===== config.mk =====
export PLATFORM = sky130hd
export DESIGN_NAME = dec8_conv_arbiter_flat
export DESIGN_NICKNAME = d
export VERILOG_FILES = /design/src/rtl/dec8_conv_arbiter_pkg.sv /design/src/rtl/dec8_conv_arbiter_if.sv /design/src/rtl/dec8_conv_arbiter_rr_pick.sv /design/src/rtl/dec8_conv_arbiter.sv /design/src/flat_wrapper.sv
export SDC_FILE = /design/constraint.sdc
export NUM_CORES = 1
export LEC_CHECK = 0
export ABC_AREA = 0
export ABC_CLOCK_PERIOD_IN_PS = 4400
export BUFFER_PORTS_ARGS = -buffer_cell sky130_fd_sc_hd__buf_2
export CORE_MARGIN = 1.5
export CORE_UTILIZATION = 35
export CTS_BUF_LIST = sky130_fd_sc_hd__clkbuf_8 sky130_fd_sc_hd__clkbuf_16
export CTS_CLUSTER_SIZE = 20
export DETAILED_ROUTE_END_ITERATION = 16
export HOLD_SLACK_MARGIN = 0.02
export SLEW_MARGIN = 40
export SYNTH_ARGS = -nofsm -noshare
export SYNTH_HDL_FRONTEND = slang
export SYNTH_SLANG_ARGS = --single-unit

===== constraint.sdc =====
create_clock -name clk -period 4.4 [get_ports clk]
set_clock_uncertainty 0.2 [all_clocks]
set_input_delay 0.22 -clock clk [delete_from_list [all_inputs] [get_ports clk]]
set_output_delay 0.22 -clock clk [all_outputs]
set_load 0.01 [all_outputs]

===== src/rtl/dec8_conv_arbiter_pkg.sv =====
`default_nettype none
// ============================================================================
// Module   : dec8_arb_pkg
// Purpose  : Shared types and constants for the dec8_conv_arbiter slice.
//            Defines the FSM state encoding, the operand and result widths,
//            the largest operand that fits in 8 BCD digits, and the result
//            code returned for an out-of-range operand.
// Ports    : none (package)
// Revision : 1.0 - initial release
// ============================================================================
package dec8_arb_pkg;

  typedef enum logic [1:0] {
    IDLE = 2'd0,
    WAIT = 2'd1,
    DONE = 2'd2
  } arb_state_t;

  localparam int              BIN_W    = 27;
  localparam int              DEC_W    = 32;
  localparam logic [BIN_W-1:0] DEC_MAX  = 27'd99_999_999;
  localparam logic [DEC_W-1:0] OVF_CODE = 32'hFFFF_FFFF;

endpackage
`default_nettype wire


===== src/rtl/dec8_conv_arbiter_if.sv =====
`default_nettype none
// ============================================================================
// Module   : dec8_conv_arbiter_if
// Purpose  : Bundles the requester side and the converter side of the
//            shared binary-to-BCD converter arbiter.
// Ports    : req/bin_in/conv_ddec driven by the master (clients+converter);
//            gnt/done/dec_out/busy/conv_bin/conv_st driven by the slave
//            (the arbiter). With DEC8_ARB_OVF_EN defined an extra ovf flag
//            is driven by the slave.
// Revision : 1.0 - initial release
// ============================================================================
interface dec8_conv_arbiter_if
  import dec8_arb_pkg::*;
#(
  parameter int N_REQ = 4
) ();

  logic [N_REQ-1:0]       req;
  logic [BIN_W*N_REQ-1:0] bin_in;
  logic [N_REQ-1:0]       gnt;
  logic [N_REQ-1:0]       done;
  logic [DEC_W-1:0]       dec_out;
  logic                   busy;
  logic [BIN_W-1:0]       conv_bin;
  logic                   conv_st;
  logic [DEC_W-1:0]       conv_ddec;
`ifdef DEC8_ARB_OVF_EN
  logic                   ovf;

  modport master (
    output req, bin_in, conv_ddec,
    input  gnt, done, dec_out, busy, conv_bin, conv_st, ovf
  );

  modport slave (
    input  req, bin_in, conv_ddec,
    output gnt, done, dec_out, busy, conv_bin, conv_st, ovf
  );
`else
  modport master (
    output req, bin_in, conv_ddec,
    input  gnt, done, dec_out, busy, conv_bin, conv_st
  );

  modport slave (
    input  req, bin_in, conv_ddec,
    output gnt, done, dec_out, busy, conv_bin, conv_st
  );
`endif

endinterface
`default_nettype wire


===== src/rtl/dec8_conv_arbiter_rr_pick.sv =====
`default_nettype none
// ============================================================================
// Module   : rr_pick
// Purpose  : Combinational round-robin picker. Scans req starting one past
//            rr_ptr, wrapping modulo N_REQ, and reports the first set bit.
// Ports    : req    - request vector
//            rr_ptr - index of the most recently served requester
//            onehot - one-hot of the winner (0 when none)
//            index  - binary index of the winner
//            valid  - at least one request present
// Revision : 1.0 - initial release
// ============================================================================
module rr_pick #(
  parameter int N_REQ = 4
) (
  input  logic [N_REQ-1:0]         req,
  input  logic [$clog2(N_REQ)-1:0] rr_ptr,
  output logic [N_REQ-1:0]         onehot,
  output logic [$clog2(N_REQ)-1:0] index,
  output logic                     valid
);

  localparam int IDX_W = $clog2(N_REQ);

  int               w_pos;
  logic [IDX_W-1:0] w_cand;

  always_comb begin
    onehot = '0;
    index  = '0;
    valid  = 1'b0;
    w_pos  = 0;
    w_cand = '0;
    // Offset 1 first so the last winner has lowest priority; offset N_REQ
    // lands back on rr_ptr itself.
    for (int off = 1; off <= N_REQ; off++) begin
      w_pos  = (int'(rr_ptr) + off) % N_REQ;
      w_cand = IDX_W'(w_pos);
      if (!valid && req[w_cand]) begin
        valid          = 1'b1;
        index          = w_cand;
        onehot[w_cand] = 1'b1;
      end
    end
  end

endmodule
`default_nettype wire


===== src/rtl/dec8_conv_arbiter.sv =====
`default_nettype none
// ============================================================================
// Module   : dec8_conv_arbiter
// Purpose  : Round-robin arbiter/sequencer sharing one HEX27_to_DEC8
//            converter among N_REQ requesters. Grants one requester, latches
//            its operand, pulses conv_st, waits CONV_CYCLES clocks, captures
//            the BCD result and strobes done to the granted requester.
// Ports    : clk, rst (async, active high)
//            bus (slave modport): req, bin_in, conv_ddec in;
//            gnt, done, dec_out, busy, conv_bin, conv_st out.
// Options  : DEC8_ARB_OVF_EN - operands above 99_999_999 bypass the
//            converter, return OVF_CODE and raise ovf with done.
// Revision : 1.0 - initial release
// ============================================================================
module dec8_conv_arbiter
  import dec8_arb_pkg::*;
#(
  parameter int N_REQ       = 4,
  parameter int CONV_CYCLES = 30
) (
  input  logic               clk,
  input  logic               rst,
  dec8_conv_arbiter_if.slave bus
);

  localparam int IDX_W = $clog2(N_REQ);
  localparam int CNT_W = $clog2(CONV_CYCLES);

  localparam logic [IDX_W-1:0] c_ptr_init = IDX_W'(N_REQ - 1);
  localparam logic [CNT_W-1:0] c_cnt_load = CNT_W'(CONV_CYCLES - 1);

  arb_state_t       r_state;
  logic [IDX_W-1:0] r_rr_ptr;
  logic [IDX_W-1:0] r_idx;
  logic [N_REQ-1:0] r_gnt;
  logic [N_REQ-1:0] r_done;
  logic [DEC_W-1:0] r_dec_out;
  logic [BIN_W-1:0] r_conv_bin;
  logic             r_conv_st;
  logic             r_busy;
  logic [CNT_W-1:0] r_cnt;
`ifdef DEC8_ARB_OVF_EN
  logic             r_ovf;
`endif

  logic [N_REQ-1:0] w_onehot;
  logic [IDX_W-1:0] w_idx;
  logic             w_valid;
  logic [BIN_W-1:0] w_sel_bin;

  rr_pick #(
    .N_REQ (N_REQ)
  ) u_rr_pick (
    .req    (bus.req),
    .rr_ptr (r_rr_ptr),
    .onehot (w_onehot),
    .index  (w_idx),
    .valid  (w_valid)
  );

  assign w_sel_bin = bus.bin_in[int'(w_idx)*BIN_W +: BIN_W];

  always_ff @(posedge clk or posedge rst) begin
    if (rst) begin
      r_state    <= IDLE;
      r_rr_ptr   <= c_ptr_init;
      r_idx      <= '0;
      r_gnt      <= '0;
      r_done     <= '0;
      r_dec_out  <= '0;
      r_conv_bin <= '0;
      r_conv_st  <= 1'b0;
      r_busy     <= 1'b0;
      r_cnt      <= '0;
`ifdef DEC8_ARB_OVF_EN
      r_ovf      <= 1'b0;
`endif
    end else begin
      case (r_state)
        IDLE: begin
          if (w_valid) begin
            r_gnt  <= w_onehot;
            r_idx  <= w_idx;
            r_busy <= 1'b1;
`ifdef DEC8_ARB_OVF_EN
            if (w_sel_bin > DEC_MAX) begin
              // Cannot be shown in 8 digits: answer directly, skip converter.
              r_dec_out <= OVF_CODE;
              r_ovf     <= 1'b1;
              r_done    <= w_onehot;
              r_state   <= DONE;
            end else begin
              r_conv_bin <= w_sel_bin;
              r_conv_st  <= 1'b1;
              r_cnt      <= c_cnt_load;
              r_state    <= WAIT;
            end
`else
            r_conv_bin <= w_sel_bin;
            r_conv_st  <= 1'b1;
            r_cnt      <= c_cnt_load;
            r_state    <= WAIT;
`endif
          end
        end

        WAIT: begin
          r_conv_st <= 1'b0;
          if (r_cnt == '0) begin
            // CONV_CYCLES edges after the grant edge: converter output valid.
            r_dec_out <= bus.conv_ddec;
            r_done    <= r_gnt;
`ifdef DEC8_ARB_OVF_EN
            r_ovf     <= 1'b0;
`endif
            r_state   <= DONE;
          end else begin
            r_cnt <= r_cnt - 1'b1;
          end
        end

        DONE: begin
          r_done   <= '0;
          r_gnt    <= '0;
          r_busy   <= 1'b0;
          r_rr_ptr <= r_idx;
          r_state  <= IDLE;
        end

        default: begin
          r_state <= IDLE;
        end
      endcase
    end
  end

  assign bus.gnt      = r_gnt;
  assign bus.done     = r_done;
  assign bus.dec_out  = r_dec_out;
  assign bus.busy     = r_busy;
  assign bus.conv_bin = r_conv_bin;
  assign bus.conv_st  = r_conv_st;
`ifdef DEC8_ARB_OVF_EN
  assign bus.ovf      = r_ovf;
`endif

endmodule
`default_nettype wire


===== src/flat_wrapper.sv =====
// flat-port wrapper written by rule: the top's interface ports become plain ports
module dec8_conv_arbiter_flat import dec8_arb_pkg::*;
#(
  parameter int N_REQ       = 4,
  parameter int CONV_CYCLES = 30
)
  (clk, rst, bus_req, bus_bin_in, bus_conv_ddec, bus_gnt, bus_done, bus_dec_out, bus_busy, bus_conv_bin, bus_conv_st);
  dec8_conv_arbiter_if #(.N_REQ(N_REQ)) bus_i ();
  input  logic clk;
  input  logic rst;
  input wire logic [$bits(bus_i.req)-1:0] bus_req;
  input wire logic [$bits(bus_i.bin_in)-1:0] bus_bin_in;
  input wire logic [$bits(bus_i.conv_ddec)-1:0] bus_conv_ddec;
  output wire logic [$bits(bus_i.gnt)-1:0] bus_gnt;
  output wire logic [$bits(bus_i.done)-1:0] bus_done;
  output wire logic [$bits(bus_i.dec_out)-1:0] bus_dec_out;
  output wire logic [$bits(bus_i.busy)-1:0] bus_busy;
  output wire logic [$bits(bus_i.conv_bin)-1:0] bus_conv_bin;
  output wire logic [$bits(bus_i.conv_st)-1:0] bus_conv_st;
  assign bus_i.req = bus_req;
  assign bus_i.bin_in = bus_bin_in;
  assign bus_i.conv_ddec = bus_conv_ddec;
  assign bus_gnt = bus_i.gnt;
  assign bus_done = bus_i.done;
  assign bus_dec_out = bus_i.dec_out;
  assign bus_busy = bus_i.busy;
  assign bus_conv_bin = bus_i.conv_bin;
  assign bus_conv_st = bus_i.conv_st;
  dec8_conv_arbiter #(.N_REQ(N_REQ), .CONV_CYCLES(CONV_CYCLES)) u_core (.clk(clk), .rst(rst), .bus(bus_i));
endmodule

Word-level counts from Yosys, hierarchy flattened
Index checks and enable logic that the tools add are counted.
- bits in latches: 0
- memories kept: 0
- register bits after elaboration: 80
- RAM bits: 0
- bits in read-only memories: 0
- word-level logic and storage cells: 96
- output and inout bits: 69
- input bits: 146
- order comparisons: 8
- equal/unequal tests: 5
- add/sub/neg operators: 5
- shifts and indexed selects: 1
- divide/modulo/power cells: 0
- multiply operators: 1
- reduce and logical (&&, ||, !) cells: 22
- bitwise gates (word level): 3
- multiplexer cells: 41
- operators with widths (kind ; number):
    108-bit by 32-bit indexed part select with 27-bit output ; 1
    4-bit 2-to-1 mux ; 6
    4-bit one-hot mux with 2 select lines ; 2
    1-bit 2-to-1 mux ; 13
    2-bit by 3-bit less-than comparator with 1-bit output (second input constant) ; 4
    2-bit 2-to-1 mux ; 6
    4-bit OR ; 3
    2-bit AND reduction ; 6
    5-bit 2-to-1 mux ; 2
    5-bit one-hot mux with 2 select lines ; 1
    1-bit binary-select mux with 2-bit select ; 4
    1-bit demux with 2-bit select ; 4
    2-bit by 1-bit greater-or-equal comparator with 1-bit output (second input constant) ; 4
    1-bit logical AND ; 7
    2-bit by 5-bit multiplier with 7-bit output (second input constant) ; 1
    2-bit nonzero test ; 3
    5-bit logical NOT ; 1
    5-bit by 1-bit subtractor with 5-bit output (second input constant) ; 1
    2-bit by 1-bit adder with 2-bit output (second input constant) ; 2
    2-bit adder (second input constant) ; 2
    2-bit != test (second input constant) ; 2
    1-bit one-hot mux with 2 select lines ; 2
    2-bit one-hot mux with 2 select lines ; 1
    1-bit logical NOT ; 3
    5 further kinds ; 5

Logic depth before layout (Yosys ltp)
Gate-level depths: netlist (run 1).
- word-level depth: 15
- depth in mapped cells: 11
- depth with buffers taken out: 7

Hierarchy
A second synthesis (run 1) with hierarchy kept.
- cell total of the unflattened synthesis: 389
- area, all modules: 4429.2 sq um
- by module, submodules not included (module ; times used ; seq. area each (sq um) ; area an instance (sq um) ; cells each):
    dec8_conv_arbiter ; 1 ; 2004.4 ; 3799.9 ; 303
    rr_pick ; 1 ; 0.0 ; 629.4 ; 86

Least setup slack after synthesis (run 1)
Ideal clock, no wire load.
- path type: reg-to-reg
- start: register u_core.r_rr_ptr[0]
- end: register u_core.r_conv_bin[15] (netlist: u_core.bus.conv_bin[15])
- slack: 1.258 ns
- library setup time: 0.132 ns
- required time: 4.068 ns
- cell stages (with the launch flop): 12
- arrival time: 2.810 ns
- period minus slack after synthesis: 3.142 ns
- buffers on the path: 4
- cells stage by stage: dfstp_2 -> buf_4 -> inv_1 -> ha_1 -> mux4_2 -> nor4_4 -> nand2b_1 -> buf_4 -> a21o_2 -> buf_6 -> buf_6 -> o221ai_2
- cells in the longest elaborated chain, start to end: 15
- elaborated cells between the ends (all ways): 29
- classes of those cells: 4 x add/sub; 1 x mul; 1 x shift; 16 x mux; 7 x reduce/logical
- ends and longest elaborated chain (item ; RTL line ; text):
    from (decl) ; dec8_conv_arbiter.sv:33 ; logic [IDX_W-1:0] r_rr_ptr;
    from (signal assigned) ; dec8_conv_arbiter.sv:66 ; r_rr_ptr <= c_ptr_init;
    from (signal assigned) ; dec8_conv_arbiter.sv:126 ; r_rr_ptr <= r_idx;
    2-bit by 1-bit adder with 2-bit output ; dec8_conv_arbiter_rr_pick.sv:37 ; w_pos = (int'(rr_ptr) + off) % N_REQ;
    1-bit binary-select mux with 2-bit select ; dec8_conv_arbiter_rr_pick.sv:39 ; if (!valid && req[w_cand]) begin
    1-bit 2-to-1 mux (not written as such) ; dec8_conv_arbiter_rr_pick.sv:39 ;
    1-bit 2-to-1 mux ; dec8_conv_arbiter_rr_pick.sv:39 ;
    1-bit logical NOT ; dec8_conv_arbiter_rr_pick.sv:39 ;
    1-bit logical AND ; dec8_conv_arbiter_rr_pick.sv:39 ;
    1-bit 2-to-1 mux ; dec8_conv_arbiter_rr_pick.sv:39 ;
    1-bit logical NOT ; dec8_conv_arbiter_rr_pick.sv:39 ;
    1-bit logical AND ; dec8_conv_arbiter_rr_pick.sv:39 ;
    1-bit 2-to-1 mux ; dec8_conv_arbiter_rr_pick.sv:39 ;
    1-bit logical NOT ; dec8_conv_arbiter_rr_pick.sv:39 ;
    1-bit logical AND ; dec8_conv_arbiter_rr_pick.sv:39 ;
    2-bit 2-to-1 mux ; dec8_conv_arbiter_rr_pick.sv:39 ;
    2-bit by 5-bit multiplier with 7-bit output ; dec8_conv_arbiter.sv:61 ; assign w_sel_bin = bus.bin_in[int'(w_idx)*BIN_W +: BIN_W];
    108-bit by 32-bit indexed part select with 27-bit output ; dec8_conv_arbiter.sv:61 ;
    to (signal assigned) ; dec8_conv_arbiter.sv:99 ; r_conv_bin <= w_sel_bin;
    to (decl) ; dec8_conv_arbiter.sv:38 ; logic [BIN_W-1:0] r_conv_bin;
Parallel ways exist; a longest one is shown, timed or not. The select of a mux whose other input is x is not followed.
A chain may end at the register's enable or synchronous reset.

Final worst setup path (run 1)
- start: register u_core.r_rr_ptr[0]
- end: register u_core.r_conv_bin[4] (netlist: u_core.bus.conv_bin[4])
The elaborated chain is that of the path after synthesis.

==> out/qor.tcl, run 1 <==
set qor(outcome) {complete, no violations}
set qor(timing_worst_setup_path_type) {register to register}
set qor(post_drt_via_cell_ratio) 4.759
set qor(power.sequential.fraction_pct) 35.4
set qor(synth_cell_types) 46
set qor(compound_gate_portion_of_the_synthesized_area_pct) 13.47
set qor(synth_flop_cell) {dfrtp_1}
set qor(synth_cells) 431
set qor(final_util_pct) 54.71
set qor(clock_tree.buffer_depth) 2
set qor(tritoncts_buffers) 9
set qor(post_synthesis_net_count) 587
set qor(worst_ep_arrival_time_ns) 4.14
set qor(effective_utilization_at_floorplan_pct) 36.42
set qor(ys_seq_area_share_pct) 45.25
set qor(clock_latency_on_the_worst_skew_pair_ns) 0.33
set qor(io_buffers) 214
set qor(synth_mux_area_share_pct) 15.45
set qor(yosys.area_share.adder_pct) 2.825
set qor(p_clk_share_pct) 22.0
set qor(p_int_w) 0.002271
set qor(fin_ws_ns) 0.2482
set qor(timing.final.crit_share_pct) 94.36
set qor(postSynthAreaPerCell_um2) 10.28
set qor(regArea_um2) 2004
set qor(placement_rows) 40
set qor(worstHoldPathType) {primary input to register}
set qor(placed_cells_incl_taps) 791
set qor(grt_setup_unrepaired) {no}
set qor(switching_power_as_a_share_of_total_power_pct) 35.81
set qor(io_pins) 215
set qor(stdcell_count) 880
set qor(synth_area_leader_cell) {dfrtp_1}
set qor(ant_nets) 0
set qor(drt-initial-drc-count) 206
set qor(via_count) 4188
set qor(globalRoute.totalOverflow) 0
set qor(synth_top_family_by_area) {simple AND/OR/NAND/NOR gates}
set qor(detailedRoute.firstPassIterationCount) 6
set qor(p_leak_nw) 3.355
set qor(layout_area_growth_over_synthesis_pct) 50.23
set qor(die_y_um) 115.5
set qor(syn_area_um2) 4429
set qor(tritoncts_clock_tree) {done}
set qor(synth.yosys.warnings) 0
set qor(max-vdd-ir-drop_mv) 0.1888
set qor(power.density_nw_per_um2) 531.7
set qor(postSynth.asyncResetShare_pct) 100.0
set qor(multi_input_comb_area_um2) 2215
set qor(yosys.area_share.xor_xnor_pct) 0.3955
set qor(drt_drc_violations_left) 0
set qor(floorplan.die_area_um2) 13340
set qor(yosysTopAreaCellShare_pct) 44.07
set qor(synth.top_cells.by_area) {dfrtp_1 44%, mux2i_1 13%, nand2_1 13%, o221ai_2 6.4%, ha_1 2.8%}
set qor(cts.htree.levels) 3
set qor(finalSetupViolCount) 0
set qor(root_buffer) {clkbuf_16}
set qor(power.share.combinational_pct) 42.6
set qor(time_the_final_worst_path_needs_with_i_o_delays_and_setup_ns) 4.152
set qor(preCtsSetupSlack_ns) 0.5587
set qor(endpoint_kind) {register}
set qor(synth-simple-area-share_pct) 17.26
set qor(place_congestion) 0.7869
set qor(clk_pin_slew_ns) 0.06
set qor(grt_pass1_wl_um) 19420
set qor(p_sw_w) 0.001267
set qor(number_of_global_route_vias_before_repair) 4158
set qor(final.fill_count) 1048
set qor(numClockSinks) 80
set qor(grt_antenna_before_repair) 0
set qor(postLayoutCellArea_um2) 6654
set qor(dpl.hpwl_um) 8627
set qor(setup_total_negative_slack_ns) 0
set qor(timing_worst_slew_pin_value_ns) 0.6063
set qor(max_slew_margin_pct) 59.58
set qor(global_route.usage.total_pct) 18.63
set qor(routed_wl_um) 12360
set qor(detail_route.wl_per_cell_um) 14.05
set qor(max_stage_delay_ns) 0.75
set qor(post_dp_cell_area_um2) 5584
set qor(slowest_stage) {dfstp_2}
set qor(synthTopCellsByCount) {148 x nand2_1, 78 x dfrtp_1, 56 x mux2i_1, 19 x o221ai_2}
set qor(crit_chain) {inv_1 -> ha_2 -> mux4_2 -> a311oi_4 -> buf_12 -> mux2i_1 -> dlygate4sd3_1 -> o221ai_1}
set qor(synth_enable_flop_cells) 0
set qor(final_layout_size_suffix_gt1_share_pct) 37.92
set qor(hold_viol_final) 0
set qor(max-cap-violations) 0
set qor(diodes) 0
set qor(worst_setup_path_start_kind) {register}
set qor(critical_path_required_ns) 4.38
set qor(fp.dieW_um) 115.5
set qor(maxSlewViolCount) 0
set qor(finish.net_count) 865
set qor(synth_most_common_cell) {nand2_1}
set qor(clock.fmax_mhz) 240.9
set qor(grt_start_max_net_pins) 55
set qor(critical_path.max_fanout) 54
set qor(ys_ff_latch) 80
set qor(design.core.area_um2) 12160
## through the flow
stage	power, W	hold slack (ns)
floorplan	0.002159	0.1254
global placement	0.002633	0.08214
detailed placement	0.002680	0.09498
CTS	0.003569	0.02023
global route	0.003791	0.03411
finish	0.003538	0.02967
## critical path, delay by kind of cell, from the launching register on
family,cells,cell delay [ns]
DFF,1,0.75
AOI/OAI and AO/OA,2,0.47
buffers and inverters,3,1.14
adders and majority gates,1,0.48
muxes,2,0.91
## state kept, by name, indices dropped and copies added (netlist names)
signal               cells
u_core.bus.busy          1
u_core.bus.conv_bin     27
u_core.bus.conv_st       1
u_core.bus.dec_out      32
u_core.bus.done          4
u_core.bus.gnt           4
u_core.r_cnt             5
u_core.r_idx             2
u_core.r_rr_ptr          2
u_core.r_state           2
## power by group through the flow
stage	Sequential (W)	Clock (W)	Combinational, W
after floorplan	0.00137	0	0.000785
after global placement	0.00125	0	0.00139
after detailed placement	0.00126	0	0.00142
after CTS	0.00125	0.000806	0.00151
after global routing	0.00129	0.000831	0.00167
final	0.00125	0.000780	0.00151
## cell type report
type                    instances  area share (%)
clock buffers                  10           3.592
clock inverters                 4           1.072
inverters                       9          0.5265
multi-input cells             314           33.28
flip-flops and latches         80           30.12
well taps                     168           3.159
repair buffers                295           28.24
## cells in the final DEF (no fill, tap or decap), types with 2 or more instances in the layout
cell type,count
nand3_1,6
a221oi_1,2
buf_2,214
inv_1,8
o221ai_1,8
buf_4,5
clkbuf_16,9
a22o_1,4
nor2b_1,2
dfrtp_1,78
o21a_1,2
nor2_1,10
nand2b_1,6
mux2_2,3
mux2i_1,56
bufinv_16,2
a21oi_1,2
ha_1,9
xor2_1,2
o21ai_1,4
a22oi_1,4
dlygate4sd3_1,75
nand2_1,148
o221ai_2,19
mux4_2,4
dfstp_2,2
nor3_1,2
o211ai_1,4
## metal layers
metal  GRT usage [%]  wire length (um)  vias to the layer above  share of wire, %
li1                -                 -                     2060                 -
met1           21.16              5043                     1917                41
met2           33.81              6094                      189                49
met3           4.184               974                       22               7.9
met4           7.572               247                        0               2.0
met5               0                 0                        -                 0
## timing repair
| action | in CTS | in global routing |
|---|---|---|
| buffers inserted | 0 | 0 |
| hold buffers | 75 | 0 |
| setup endpoints to repair | 0 | 3 |
| gates resized for setup | 0 | 2 |
| hold endpoints to repair | 83 | 0 |
## worst paths after layout
kind / start / end / slack, ns / cells past startpoint
min in group asynchronous: rst / u_core.bus.dec_out[23] / 0.27 / 3
min: bus_bin_in[50] / u_core.bus.conv_bin[23] / 0.03 / 3
max in group asynchronous: rst / u_core.bus.conv_bin[17] / 2.71 / 4
min reg2reg: u_core.bus.dec_out[9] / u_core.bus.dec_out[9] / 0.27 / 2
max: u_core.r_rr_ptr[0] / u_core.bus.conv_bin[4] / 0.25 / 8
max reg2reg: u_core.r_rr_ptr[0] / u_core.bus.conv_bin[4] / 0.25 / 8
## cells by family after synthesis
logic type	count (synthesis)
simple gates	181
xor+xnor	2
buf+inv	37
fa+ha+maj	10
compound gates	58
flops	80
mux	63
(Power assumes the default switching activity.)
==> inputs of run 2 (changes only) <==
--- a/config.mk
+++ b/config.mk
@@ -14,6 +14,7 @@
 export CTS_CLUSTER_SIZE = 20
 export DETAILED_ROUTE_END_ITERATION = 16
 export HOLD_SLACK_MARGIN = 0.02
+export RECOVER_POWER = 100
 export SLEW_MARGIN = 40
 export SYNTH_ARGS = -nofsm -noshare
 export SYNTH_HDL_FRONTEND = slang
==> out/qor.tcl, run 2 (synthesis gave the netlist of run 1 again) <==
set qor(outcome) {finished, violations left}
set qor(violated_checks) {capacitance limit, slew limit}
set qor(design.core.area_um2) 12160
set qor(placement_rows) 40
set qor(tritoncts_clock_tree) {done}
set qor(globalRouteMet3Util_pct) 4.184
set qor(most_used_cells_in_the_layout_excluding_fill_and_tap_cells) {148 x nand2_1, 145 x buf_2, 78 x dfrtp_1}
set qor(global_route.usage.total_pct) 18.63
set qor(worst_setup_path_start_kind) {register}
set qor(routed_wl_um) 12440
set qor(crit_end) {u_core.bus.conv_bin[4]}
set qor(p_leak_nw) 3.165
set qor(grt_start_max_net_pins) 55
set qor(timing_worst_slew_pin_value_ns) 1.577
set qor(grt_antenna_before_repair) 0
set qor(floorplan.die_area_um2) 13340
set qor(grt_setup_unrepaired) {no}
set qor(final_util_pct) 53.66
set qor(drt-initial-drc-count) 220
set qor(layout_area_growth_over_synthesis_pct) 47.34
set qor(grt_use_met1_pct) 21.16
set qor(grt_pass1_wl_um) 19420
set qor(clock.fmax_mhz) 240.8
set qor(number_of_global_route_vias_before_repair) 4158
set qor(timing_worst_setup_path_type) {register to register}
set qor(clk_pin_slew_ns) 0.06
set qor(stdcell_count) 880
set qor(root_buffer) {clkbuf_16}
set qor(largest_reg_flops) 32
set qor(placed_cells_incl_taps) 791
set qor(io_pins) 215
set qor(final.fill_count) 1092
set qor(worstHoldPathType) {primary input to register}
set qor(tritoncts_buffers) 9
set qor(clock_tree.buffer_depth) 2
set qor(cts.htree.levels) 3
set qor(clock_latency_on_the_worst_skew_pair_ns) 0.33
set qor(max-vdd-ir-drop_mv) 0.1885
set qor(numClockSinks) 80
set qor(worst_ep_arrival_time_ns) 4.14
set qor(critical_path.max_fanout) 54
set qor(crit_reg_reg_startpoint) {u_core.r_rr_ptr[0]}
set qor(die_y_um) 115.5
set qor(top_usage_layer) {met2}
set qor(diodes) 0
set qor(timing.final.crit_share_pct) 94.39
set qor(time_the_final_worst_path_needs_with_i_o_delays_and_setup_ns) 4.153
set qor(fin_hold_ws_ns) 0.02997
set qor(final_layout_size_suffix_gt1_share_pct) 27.11
set qor(finish.net_count) 865
set qor(detail_route.wl_per_cell_um) 14.13
set qor(rr_endpoint) {u_core.bus.conv_bin[4]}
set qor(place_congestion) 0.7869
set qor(fp.dieW_um) 115.5
set qor(r2r_cells) 8
set qor(setup_total_negative_slack_ns) 0
set qor(critical_path_required_ns) 4.39
set qor(maxSlewViolCount) 38
set qor(setup.worst_path.start) {u_core.r_rr_ptr[0]}
set qor(globalRoute.totalOverflow) 0
set qor(hold_viol_final) 0
set qor(io_buffers) 214
set qor(via_count) 4175
set qor(ant_nets) 0
set qor(finalSetupViolCount) 0
set qor(endpoint_kind) {register}
set qor(max_slew_margin_pct) -5.112
set qor(effective_utilization_at_floorplan_pct) 36.42
set qor(met2_usage_grt_pct) 33.81
set qor(post_drt_via_cell_ratio) 4.744
set qor(max-cap-violations) 1
set qor(dpl.hpwl_um) 8627
set qor(post-cts-setup-buffers) 0
set qor(detailedRoute.firstPassIterationCount) 4
set qor(drt_drc_violations_left) 0
set qor(layout_commonest_cell) {nand2_1}
set qor(power.density_nw_per_um2) 528.5
set qor(p_total_w) 0.003449
set qor(internal_reg_to_reg_setup_slack_ns) 0.25
-- run 2: per-stage QoR --
| stage | setup WS [ns] | cell area [um^2] |
|---|---|---|
| 6_report | 0.2467 | 6526 |
| 5_1_grt | 0.05405 | 6526 |
| 4_1_cts | 0.02462 | 6645 |
| 3_5_place_dp | 0.5587 | 5584 |
| 3_3_place_gp | 0.6671 | 5584 |
| 2_1_floorplan | 1.258 | 4429 |
-- run 2: cell type report --
type | count | area, um^2 | share of cell area, %
multi-input cells | 314 | 2183 | 33.45
flip-flops and latches | 80 | 2004 | 30.71
repair buffers | 295 | 1783 | 27.32
clock buffers | 10 | 239.0 | 3.662
well taps | 168 | 210.2 | 3.221
clock inverters | 4 | 71.32 | 1.093
inverters | 9 | 35.03 | 0.5368
-- run 2: timing repair --
| item | in CTS | in global routing |
|---|---|---|
| hold buffers | 75 | 0 |
| resized for setup | 0 | 2 |
| endpoints found under the hold margin | 83 | 0 |
| setup endpoints to repair | 0 | 3 |
-- run 2: worst min-delay path by stage --
| stage | cells past startpoint | startpoint | end |
|---|---|---|---|
| global placement | 2 | rst | u_core.bus.dec_out[23] |
| global route | 3 | bus_bin_in[57] | u_core.bus.conv_bin[3] |
| floorplan | 2 | bus_conv_ddec[0] | u_core.bus.dec_out[0] |
| finish | 3 | bus_bin_in[8] | u_core.bus.conv_bin[8] |
| CTS | 3 | bus_bin_in[1] | u_core.bus.conv_bin[1] |
| detailed placement | 2 | rst | u_core.bus.dec_out[23] |
-- run 2: layer usage --
| metal | up-vias | routed length [um] |
|---|---|---|
| met1 | 1911 | 5108 |
| li1 | 2060 | - |
| met5 | - | 0 |
| met3 | 26 | 976 |
| met2 | 178 | 6072 |
| met4 | 0 | 280 |
-- run 2: worst max-delay path, cell delays in order, from the launching register on --
cell           delay (ns)
dfstp_2              0.76
inv_1                0.19
ha_2                 0.48
mux4_2               0.65
a311oi_4             0.34
buf_12               0.36
mux2i_1              0.26
dlygate4sd3_1        0.60
o221ai_1             0.13
-- run 2: power breakdown --
part	internal [W]	switching, W
clock network	0.000504	0.000277
registers	0.00106	0.000201
logic	0.000616	0.000789
total	0.00218	0.00127
==> inputs of run 3 (changes only) <==
--- a/config.mk
+++ b/config.mk
@@ -5,7 +5,7 @@
 export SDC_FILE = /design/constraint.sdc
 export NUM_CORES = 1
 export LEC_CHECK = 0
-export ABC_AREA = 0
+export ABC_AREA = 1
 export ABC_CLOCK_PERIOD_IN_PS = 4400
 export BUFFER_PORTS_ARGS = -buffer_cell sky130_fd_sc_hd__buf_2
 export CORE_MARGIN = 1.5
==> out/qor.tcl, run 3 <==
set qor(synth_enable_flop_cells) 0
set qor(rr_endpoint) {u_core.bus.conv_bin[4]}
set qor(post_drt_via_cell_ratio) 4.546
set qor(worstHoldPathType) {primary input to register}
set qor(grt_use_met1_pct) 25.23
set qor(max-vdd-ir-drop_mv) 0.3395
set qor(worst_ep_arrival_time_ns) 4.07
set qor(effective_utilization_at_floorplan_pct) 35.63
set qor(place_congestion) 0.7914
set qor(time_the_final_worst_path_needs_with_i_o_delays_and_setup_ns) 4.049
set qor(final_layout_size_suffix_gt1_share_pct) 19.86
set qor(numClockSinks) 80
set qor(synth_flop_cell) {dfrtp_1}
set qor(tritoncts_buffers) 9
set qor(crit_chain) {inv_2 -> ha_1 -> inv_2 -> nand3_1 -> nand2_1 -> nand4_4 -> nand2_1 -> inv_2 -> nand2_4 -> nor2_4 -> nand3_1 -> dlygate4sd3_1 -> nand3_1}
set qor(placement_rows) 43
set qor(slowest_stage) {dfstp_2}
set qor(drt-initial-drc-count) 281
set qor(ys_ff_latch) 80
set qor(crit_buf_inv) 4
set qor(die_y_um) 121.4
set qor(drt_drc_violations_left) 0
set qor(clock_latency_on_the_worst_skew_pair_ns) 0.33
set qor(synth_area_leader_cell) {dfrtp_1}
set qor(ant_nets) 0
set qor(synth_top_family_by_area) {simple AND/OR/NAND/NOR gates}
set qor(placed_cells_incl_taps) 1073
set qor(io_buffers) 214
set qor(dpl.hpwl_um) 10090
set qor(fin_hold_ws_ns) 0.03315
set qor(routed_wl_um) 14480
set qor(max-cap-violations) 2
set qor(yosys.area_share.xor_xnor_pct) 0.3570
set qor(post_synthesis_net_count) 861
set qor(max_stage_delay_ns) 0.70
set qor(postSynthAreaPerCell_um2) 6.961
set qor(clock_tree.buffer_depth) 2
set qor(postSynth.asyncResetShare_pct) 100.0
set qor(cpLargestDelayFamily) {simple AND/OR/NAND/NOR gates}
set qor(detail_route.wl_per_cell_um) 12.51
set qor(most_used_cells_in_the_layout_excluding_fill_and_tap_cells) {272 x nand2_1, 145 x buf_2, 113 x nand3_1}
set qor(tritoncts_clock_tree) {done}
set qor(clk_pin_slew_ns) 0.06
set qor(fin_ws_ns) 0.3508
set qor(number_of_global_route_vias_before_repair) 4941
set qor(maxSlewViolCount) 76
set qor(synth_cell_types) 31
set qor(globalRoute.totalOverflow) 0
set qor(grt_antenna_before_repair) 1
set qor(r2r_cells) 13
set qor(grt_setup_unrepaired) {no}
set qor(grt_start_max_net_pins) 61
set qor(syn_area_um2) 4907
set qor(synth_most_common_cell) {nand2_1}
set qor(hold_viol_final) 0
set qor(global_route.usage.total_pct) 19.68
set qor(preCtsSetupSlack_ns) 0.6306
set qor(synth.yosys.warnings) 0
set qor(synth-simple-area-share_pct) 39.34
set qor(crit_reg_reg_startpoint) {u_core.r_rr_ptr[0]}
set qor(post-cts-setup-buffers) 0
set qor(p_total_w) 0.004516
set qor(timing_worst_slew_pin_value_ns) 1.737
set qor(critical_path.max_fanout) 34
set qor(yosys.area_share.adder_pct) 2.550
set qor(floorplan.die_area_um2) 14740
set qor(max_slew_margin_pct) -16.41
set qor(root_buffer) {clkbuf_16}
set qor(fp.dieW_um) 121.4
set qor(clock.fmax_mhz) 247.0
set qor(worstHoldPathCells) 4
set qor(cts.htree.levels) 3
set qor(outcome) {finished, violations left}
set qor(globalRouteMet3Util_pct) 3.195
set qor(violated_checks) {capacitance limit, slew limit}
set qor(timing_worst_setup_path_type) {register to register}
set qor(critical_path_required_ns) 4.42
set qor(synthTopCellsByCount) {271 x nand2_1, 113 x nand3_1, 110 x inv_1, 78 x dfrtp_1}
set qor(stdcell_count) 1157
set qor(synth.top_cells.by_area) {dfrtp_1 40%, nand2_1 21%, nand3_1 12%, inv_1 8.4%, ha_1 2.5%}
set qor(detailedRoute.firstPassIterationCount) 6
set qor(timing.final.crit_share_pct) 92.03
set qor(worstHoldStart) {bus_bin_in[50]}
set qor(via_count) 5260
set qor(finalSetupViolCount) 0
set qor(design.core.area_um2) 13770
set qor(power.density_nw_per_um2) 648.8
set qor(met2_usage_grt_pct) 33.69
set qor(top_usage_layer) {met2}
set qor(largest_reg_flops) 32
set qor(p_leak_nw) 3.831
set qor(setup_total_negative_slack_ns) 0
set qor(yosysTopAreaCellShare_pct) 39.78
set qor(grt_pass1_wl_um) 23230
set qor(layout_commonest_cell) {nand2_1}
set qor(layout_area_growth_over_synthesis_pct) 41.84
set qor(finish.net_count) 1128
set qor(io_pins) 215
set qor(synth_mux_area_share_pct) 0
set qor(compound_gate_portion_of_the_synthesized_area_pct) 3.774
set qor(holdPathEnd) {u_core.bus.conv_bin[23]}
set qor(diodes) 0
set qor(internal_reg_to_reg_setup_slack_ns) 0.35
set qor(worst_setup_path_start_kind) {register}
set qor(endpoint_kind) {register}
set qor(synth_cells) 705
set qor(ys_seq_area_share_pct) 40.85
set qor(final.fill_count) 1452
run 3: cell types whose count changed in the layout (fill, tap and decap cells not counted), moves of 5 or more:
| cell | change |
|---|---|
| nand3_1 | +107 |
| o221ai_2 | -14 |
| dlygate4sd3_1 | -7 |
| inv_1 | +101 |
| o221ai_1 | -13 |
| a21oi_1 | +5 |
| nand2_1 | +124 |
| nand2b_1 | -6 |
| or2_2 | +7 |
| or2_1 | +15 |
| mux2i_1 | -56 |
| o21ai_0 | +9 |
run 3: worst max path at each step:
| stage | startpoint | end | cells past startpoint |
|---|---|---|---|
| floorplan | u_core.r_rr_ptr[0] | u_core.bus.conv_bin[23] | 13 |
| global placement | u_core.r_rr_ptr[0] | u_core.bus.conv_bin[2] | 12 |
| detailed placement | u_core.r_rr_ptr[0] | u_core.bus.conv_bin[24] | 12 |
| CTS | u_core.r_rr_ptr[0] | u_core.bus.conv_bin[25] | 13 |
| global route | u_core.r_rr_ptr[0] | u_core.bus.conv_bin[25] | 13 |
| finish | u_core.r_rr_ptr[0] | u_core.bus.conv_bin[4] | 13 |
run 3: tightest hold or removal path, cell delays in order:
cell,delay (ns)
buf_2,0.07
or2_2,0.09
nand3_1,0.08
nand3_1,0.07
run 3: kinds of logic (layout without fill, tap and decap cells):
logic type	Yosys count	count (layout)
compound gates	29	29
flops	80	80
fa+ha+maj	10	10
simple gates	437	437
buf+inv	147	419
xor+xnor	2	2
run 3: cell type report:
type	instances	area (um^2)	area share, %
clock buffer	10	239.0	3.433
clock inverter	6	73.82	1.061
inverter	115	435.4	6.256
multi-input combinational	478	2273	32.66
sequential	80	2004	28.80
tap	180	225.2	3.236
timing repair buffer	288	1709	24.56
run 3: per-layer routing:
layer | share of wire, % | wire [um] | vias to the layer above
met3 | 4.3 | 616 | 30
met4 | 2.3 | 332 | 2
met2 | 49 | 7086 | 156
met1 | 44 | 6430 | 2385
met5 | 0.083 | 12 | -
li1 | - | - | 2687
run 3: timing repair:
action,CTS,global route
resized for setup,0,3
hold buffers,68,0
endpoints found under the setup margin,0,8
hold endpoints to repair,82,0
run 3: power by group:
group          internal [W]  switching [W]  leakage, nW
combinational      0.000887        0.00155         2.71
sequential          0.00109       0.000207        0.965
clock              0.000462       0.000321        0.154
total               0.00244        0.00207         3.83
run 3: stage by stage:
| step | util, % | area (um^2) |
|---|---|---|
| 6_report | 50.54 | 6960 |
| 5_1_grt | 50.54 | 6960 |
| 4_1_cts | 51.17 | 7048 |
| 3_5_place_dp | 43.96 | 6055 |
| 3_3_place_gp | 43.96 | 6055 |
| 2_1_floorplan | - | 4907 |
